$ cat config.mk
export PLATFORM = sky130hd
export DESIGN_NAME = blk_mem_arbiter
export DESIGN_NICKNAME = d
export VERILOG_FILES = /design/src/rtl/blk_mem_pkg.sv /design/src/rtl/blk_arb_priority.sv /design/src/rtl/blk_mem_arbiter.sv
export SDC_FILE = /design/constraint.sdc
export NUM_CORES = 1
export LEC_CHECK = 0
export BUFFER_PORTS_ARGS = -buffer_cell sky130_fd_sc_hd__buf_2
export CAP_MARGIN = 20
export CELL_PAD_IN_SITES_DETAIL_PLACEMENT = 1
export CELL_PAD_IN_SITES_GLOBAL_PLACEMENT = 1
export CORE_AREA = 2 2 539 541
export CTS_BUF_LIST = sky130_fd_sc_hd__clkbuf_8
export DETAILED_ROUTE_END_ITERATION = 7
export DIE_AREA = 0 0 541 543
export PLACE_DENSITY_LB_ADDON = 0.12
export SYNTH_ARGS = -nofsm -noshare
export SYNTH_HDL_FRONTEND = slang
export SYNTH_HIERARCHICAL = 1
export SYNTH_SLANG_ARGS = --single-unit
$ cat constraint.sdc
create_clock -name clk -period 3.8 [get_ports clk]
set_input_delay 0.19 -clock clk [delete_from_list [all_inputs] [get_ports clk]]
set_output_delay 0.19 -clock clk [all_outputs]
set_load 0.005 [all_outputs]
$ cat src/rtl/blk_mem_pkg.sv
// ---------------------------------------------------------------------------
// blk_mem_pkg
// Shared definitions for the main-memory block-port arbiter:
//   - arb_state_t          : arbiter FSM states
//   - BLOCK_W_DEFAULT      : default cache block width in bits
//   - OFFSET_BITS_DEFAULT  : default number of block-offset address bits
//   - block_align()        : clears the block-offset bits of an address
// ---------------------------------------------------------------------------
package blk_mem_pkg;

    typedef enum logic [2:0] {
        IDLE = 3'd0,
        I_RD = 3'd1,
        D_RD = 3'd2,
        D_WR = 3'd3,
        DONE = 3'd4
    } arb_state_t;

    localparam int BLOCK_W_DEFAULT     = 256;
    localparam int OFFSET_BITS_DEFAULT = 5;

    // Widest address the helper handles; callers cast to their own width.
    localparam int ALIGN_MAX_W = 64;

    function automatic logic [ALIGN_MAX_W-1:0] block_align(
        input logic [ALIGN_MAX_W-1:0] addr,
        input int unsigned            offset_bits
    );
        logic [ALIGN_MAX_W-1:0] mask;
        mask = '1;
        mask = mask << offset_bits;
        return addr & mask;
    endfunction

endpackage

$ cat src/rtl/blk_arb_priority.sv
// ---------------------------------------------------------------------------
// blk_arb_priority
// Winner select for the block port plus the I-side anti-starvation counter.
// D-side normally wins; once STARVE_LIMIT consecutive D grants have been made
// while I was eligible, the next contested grant goes to I.
// Ports:
//   clk, rst_n     clock, asynchronous active-low reset
//   arb_en         1 while the arbiter is IDLE and may grant
//   i_req, d_req   request levels from I-side and D-side
//   drain          1 = I-side is not eligible for new grants
//   grant_i        I-side wins this cycle (combinational)
//   grant_d        D-side wins this cycle (combinational)
// ---------------------------------------------------------------------------
module blk_arb_priority #(
    parameter int STARVE_LIMIT = 3
) (
    input  logic clk,
    input  logic rst_n,
    input  logic arb_en,
    input  logic i_req,
    input  logic d_req,
    input  logic drain,
    output logic grant_i,
    output logic grant_d
);

    // At least two bits so the counter can always represent the limit.
    localparam int CNT_W = ($clog2(STARVE_LIMIT + 1) > 2) ? $clog2(STARVE_LIMIT + 1) : 2;

    logic [CNT_W-1:0] starve_cnt;
    logic             i_eligible;
    logic             i_forced;

    always_comb begin
        i_eligible = i_req & ~drain;
        i_forced   = (starve_cnt >= CNT_W'(STARVE_LIMIT));
        grant_i    = 1'b0;
        grant_d    = 1'b0;
        if (arb_en) begin
            if (d_req && i_eligible) begin
                grant_i = i_forced;
                grant_d = ~i_forced;
            end else begin
                grant_d = d_req;
                grant_i = i_eligible;
            end
        end
    end

    // Counts D grants that were made over a waiting I request; saturates at
    // the limit and is untouched by grants made while I is not eligible.
    always_ff @(posedge clk or negedge rst_n) begin
        if (!rst_n) begin
            starve_cnt <= '0;
        end else if (grant_i) begin
            starve_cnt <= '0;
        end else if (grant_d && i_eligible && (starve_cnt < CNT_W'(STARVE_LIMIT))) begin
            starve_cnt <= starve_cnt + 1'b1;
        end
    end

endmodule

$ cat src/rtl/blk_mem_arbiter.sv
// ---------------------------------------------------------------------------
// blk_mem_arbiter
// Shares the single main-memory block-transfer port between the I-side block
// reader and the D-side block reader/writer. One request is latched at a
// time, the memory strobe is held until the matching valid, then data and a
// one-cycle ack go back to the winner, followed by a one-cycle DONE gap.
// Ports:
//   clk, rst_n                 clock, asynchronous active-low reset
//   i_req, i_addr              I-side block read request / address
//   i_rblock, i_ack            I-side returned block / completion pulse
//   d_req, d_we, d_addr        D-side request, write enable, address
//   d_wblock                   D-side write block
//   d_rblock, d_ack            D-side returned block / completion pulse
//   drain                      1 = grant no new I requests
//   mem_addr                   block-aligned address to memory
//   mem_blk_read/_write        registered memory strobes
//   mem_wblock, mem_rblock     write block to / read block from memory
//   mem_read_valid/_write_valid memory completion indications
//   busy                       arbiter not IDLE
//   drained                    drain high, IDLE and no D request pending
// ---------------------------------------------------------------------------
module blk_mem_arbiter
    import blk_mem_pkg::*;
#(
    parameter int ADDR_W       = 32,
    parameter int BLOCK_W      = BLOCK_W_DEFAULT,
    parameter int OFFSET_BITS  = OFFSET_BITS_DEFAULT,
    parameter int STARVE_LIMIT = 3
) (
    input  logic               clk,
    input  logic               rst_n,
    input  logic               i_req,
    input  logic [ADDR_W-1:0]  i_addr,
    output logic [BLOCK_W-1:0] i_rblock,
    output logic               i_ack,
    input  logic               d_req,
    input  logic               d_we,
    input  logic [ADDR_W-1:0]  d_addr,
    input  logic [BLOCK_W-1:0] d_wblock,
    output logic [BLOCK_W-1:0] d_rblock,
    output logic               d_ack,
    input  logic               drain,
    output logic [ADDR_W-1:0]  mem_addr,
    output logic               mem_blk_read,
    output logic               mem_blk_write,
    output logic [BLOCK_W-1:0] mem_wblock,
    input  logic [BLOCK_W-1:0] mem_rblock,
    input  logic               mem_read_valid,
    input  logic               mem_write_valid,
    output logic               busy,
    output logic               drained
);

    arb_state_t         state;
    arb_state_t         state_nxt;
    logic               grant_i;
    logic               grant_d;
    logic [ADDR_W-1:0]  i_addr_aligned;
    logic [ADDR_W-1:0]  d_addr_aligned;
    logic [ADDR_W-1:0]  mem_addr_nxt;
    logic [BLOCK_W-1:0] mem_wblock_nxt;
    logic [BLOCK_W-1:0] i_rblock_nxt;
    logic [BLOCK_W-1:0] d_rblock_nxt;
    logic               i_ack_nxt;
    logic               d_ack_nxt;
    logic               rd_strobe_nxt;
    logic               wr_strobe_nxt;

    blk_arb_priority #(
        .STARVE_LIMIT (STARVE_LIMIT)
    ) u_priority (
        .clk     (clk),
        .rst_n   (rst_n),
        .arb_en  (state == IDLE),
        .i_req   (i_req),
        .d_req   (d_req),
        .drain   (drain),
        .grant_i (grant_i),
        .grant_d (grant_d)
    );

    assign i_addr_aligned = ADDR_W'(block_align(ALIGN_MAX_W'(i_addr), OFFSET_BITS));
    assign d_addr_aligned = ADDR_W'(block_align(ALIGN_MAX_W'(d_addr), OFFSET_BITS));

    // Next-state and datapath-next logic. Request fields are only looked at
    // in IDLE on the grant cycle; afterwards the latched copies are used.
    // Strobes are derived from the next state so they are registered and
    // drop on the same edge that captures the completing valid.
    always_comb begin
        state_nxt      = state;
        mem_addr_nxt   = mem_addr;
        mem_wblock_nxt = mem_wblock;
        i_rblock_nxt   = i_rblock;
        d_rblock_nxt   = d_rblock;
        i_ack_nxt      = 1'b0;
        d_ack_nxt      = 1'b0;
        case (state)
            IDLE: begin
                if (grant_d) begin
                    mem_addr_nxt = d_addr_aligned;
                    if (d_we) begin
                        mem_wblock_nxt = d_wblock;
                        state_nxt      = D_WR;
                    end else begin
                        state_nxt = D_RD;
                    end
                end else if (grant_i) begin
                    mem_addr_nxt = i_addr_aligned;
                    state_nxt    = I_RD;
                end
            end
            I_RD: begin
                if (mem_read_valid) begin
                    i_rblock_nxt = mem_rblock;
                    i_ack_nxt    = 1'b1;
                    state_nxt    = DONE;
                end
            end
            D_RD: begin
                if (mem_read_valid) begin
                    d_rblock_nxt = mem_rblock;
                    d_ack_nxt    = 1'b1;
                    state_nxt    = DONE;
                end
            end
            D_WR: begin
                if (mem_write_valid) begin
                    d_ack_nxt = 1'b1;
                    state_nxt = DONE;
                end
            end
            DONE: begin
                state_nxt = IDLE;
            end
            default: begin
                state_nxt = IDLE;
            end
        endcase
        rd_strobe_nxt = (state_nxt == I_RD) || (state_nxt == D_RD);
        wr_strobe_nxt = (state_nxt == D_WR);
    end

    // State and output registers. Reset abandons any transfer in flight, so
    // strobes drop asynchronously and no ack is ever produced for it.
    always_ff @(posedge clk or negedge rst_n) begin
        if (!rst_n) begin
            state         <= IDLE;
            mem_addr      <= '0;
            mem_wblock    <= '0;
            i_rblock      <= '0;
            d_rblock      <= '0;
            i_ack         <= 1'b0;
            d_ack         <= 1'b0;
            mem_blk_read  <= 1'b0;
            mem_blk_write <= 1'b0;
        end else begin
            state         <= state_nxt;
            mem_addr      <= mem_addr_nxt;
            mem_wblock    <= mem_wblock_nxt;
            i_rblock      <= i_rblock_nxt;
            d_rblock      <= d_rblock_nxt;
            i_ack         <= i_ack_nxt;
            d_ack         <= d_ack_nxt;
            mem_blk_read  <= rd_strobe_nxt;
            mem_blk_write <= wr_strobe_nxt;
        end
    end

    assign busy    = (state != IDLE);
    assign drained = drain && (state == IDLE) && !d_req;

endmodule

==> impl_metrics.ini <==
[sta]
setup_tns_ps = 0
rsz0062_at_grt = false
post-route-min-period_ps = 3394
setup_violations = 0
hold_violations = 0
period_share = 0.8931
worst_slew_pin_slew_ps = 656.8
slew_headroom = 0.5621
maxSlewViolCount = 0
skew_ps = 43.80
fmax_mhz = 294.7

[placement]
portBuffers = 1374
hpwl_um = 130700
gp_congestion = 0.7263

[hold_path]
hp-class = in -> reg

[yosys]
ys.flop_type = dfrtp_1
yosysSeqAreaShare = 0.6594
yosysWarnings = 6
syn_area_per_cell_um2 = 17.38
synth_edf_count = 0
ys_types = 28
synth_cells = 1756
netlist_area_um2 = 30510
ys_ff_latch = 804
synth-async-reset-ratio = 1.000

[route]
first_pass_iters = 4
drt_iter0_drc = 649
drcViolationCount = 0
via_per_inst = 3.090
drt-total-wl_um = 172000
ant_nets = 0
vias = 25520
wl_per_cell_um = 20.82

[die]
start_util = 0.1062
coreArea_um2 = 287400
fp.dieW_um = 541
io-pin-count = 1390
core.rowCount = 197
dieHeight_um = 543
design.die.area_um2 = 293800

[clocking]
cts_setup_buffers = 0
cts_root_buf = clkbuf_8
htreeDepth = 4
clkTransAtPathRegs_ps = 60
clk_latency_ps = 900
clockBufferDepth = 4
numCtsBuffers = 179
cts_tree = yes
clock_sink_count = 804
cts_resized = 0

[cells_and_area]
multi_input_area_um2 = 9562
fillerInstances = 32740
area_delta_synth_final_pct = 83.72
drive_above_1_share = 0.4639
fin_nets = 4899
layout.area.seq_um2 = 20120
final_util = 0.1950

[global_route]
antenna_found_initial = 52
grt_pass1_wl_um = 237700
grt_max_degree = 94
grt.overflow.total = 0
grt_usage = 0.1143
grt_pass1_vias = 29080

[setup_path]
startpoint_type = flop
critical_path_class = reg -> reg
arrival_ps = 4170
cp_data_required_time_ps = 4570
critPathCaptureType = flop
critPathMaxFanout = 28

[power_and_ir_drop]
power.density_nw_per_um2 = 715.4
leakage_nw = 25.55
peakVddDrop_uv = 275.5
power.total_mw = 40.10

[run]
max_cap_viol_count = 0

[outcome]
outcome = complete, no violations
-- layout make-up --
| type | instances | share of cell area |
|---|---|---|
| diodes | 33 | 0.001473 |
| clock buffers | 222 | 0.05451 |
| clock inverters | 90 | 0.009264 |
| inverters | 5 | 0.0003348 |
| multi-input cells | 855 | 0.1706 |
| flip-flops and latches | 804 | 0.3589 |
| well taps | 3781 | 0.08440 |
| repair buffers | 2469 | 0.3205 |
-- worst max-delay path, stage by stage (launching register included) --
cell	delay (ps)
dfrtp_1	490
or3_1	550
inv_1	220
o311a_2	240
buf_4	420
mux2_2	390
dlygate4sd3_1	560
a32o_1	250
nor2b_1	140
-- stage by stage --
step	area, µm²	hold WS (ps)	std cells	setup slack (ps)
2_1_floorplan	30530	-105.6	1760	1132
3_3_place_gp	41920	261.9	6869	753.1
3_5_place_dp	41920	264.6	6869	697.9
4_1_cts	55970	0.1069	8226	362.0
5_1_grt	56030	33.16	8250	237.2
6_report	56050	140.1	8259	406.2
-- state kept, by name, summed over array words and instances (netlist names) --
name                   count
i_ack                      1
mem_addr                  27
mem_blk_write              1
d_ack                      1
state                      3
u_priority/starve_cnt      2
mem_blk_read               1
d_rblock                 256
i_rblock                 256
mem_wblock               256
-- cell usage in the layout (no fill, tap or decap), drive strengths merged --
cell type    Yosys  routed
buf             94    1425
dlygate4sd3      0    1044
mux2           826     826
dfrtp          804     804
clkbuf           2     222
inv              5      82
diode            0      33
conb             1       5
bufinv           0       5
clkinvlp         0       4
clkinv           0       4
nor2             4       4
nor3b            3       3
mux2i            2       2
nand2            2       2
or3              1       1
nor4b            1       1
a31oi            1       1
nand2b           1       1
a32o             1       1
nor3             1       1
xnor2            1       1
nor2b            1       1
o311a            1       1
nand3b           1       1
a21oi            1       1
and3b            1       1
ha               1       1
-- synth_stat cells, types with 2 or more instances --
master / instances / area share
buf_2: 11 / 0.0018
buf_4: 42 / 0.010
buf_6: 41 / 0.015
clkbuf_1: 2 / 0.00025
dfrtp_1: 804 / 0.66
inv_1: 5 / 0.00062
mux2_1: 435 / 0.16
mux2_2: 391 / 0.14
mux2i_1: 2 / 0.00066
nand2_1: 2 / 0.00025
nor2_1: 3 / 0.00037
nor3b_1: 2 / 0.00049
-- kinds of logic after synthesis --
group / count (synthesis) / share of synthesized area
multiplexers: 828 / 0.3055
flip-flops: 804 / 0.6594
buffers and inverters: 101 / 0.02813
AND/OR/NAND/NOR: 16 / 0.005044
AO/OA/AOI/OAI: 4 / 0.001066
adder cells (fa/ha/maj): 1 / 0.0004100
other: 1 / 0.0001229
XOR/XNOR: 1 / 0.0002871
-- final timing paths --
path / start / slack, ps / end / cells after the start
min: mem_rblock[205] / 140 / i_rblock[205] / 3
max: state[1] / 410 / mem_blk_write / 8
max in group asynchronous: rst_n / 2820 / mem_wblock[185] / 3
max reg2reg: state[1] / 410 / mem_blk_write / 8
min in group asynchronous: rst_n / 200 / i_rblock[229] / 3
min reg2reg: i_rblock[60] / 480 / i_rblock[60] / 1
-- power by group --
part | switching, mW | leakage (nW) | internal (mW) | total, mW
Sequential | 2.32 | 9.62 | 12.9 | 15.3
Combinational | 7.25 | 13.8 | 7.52 | 14.8
Clock | 4.52 | 2.10 | 5.56 | 10.1
-- repair_timing --
| item | CTS | global route |
|---|---|---|
| endpoints found under the hold margin | 1563 | 0 |
| hold buffers | 1045 | 0 |
| setup endpoints to repair | 0 | 0 |
-- per-layer routing --
layer | GRT usage | wire (µm)
met1 | 0.1186 | 62300
met2 | 0.2011 | 85650
met3 | 0.05657 | 18850
met4 | 0.03416 | 5008
met5 | 0 | 158
Power figures use the tool's default switching activity.
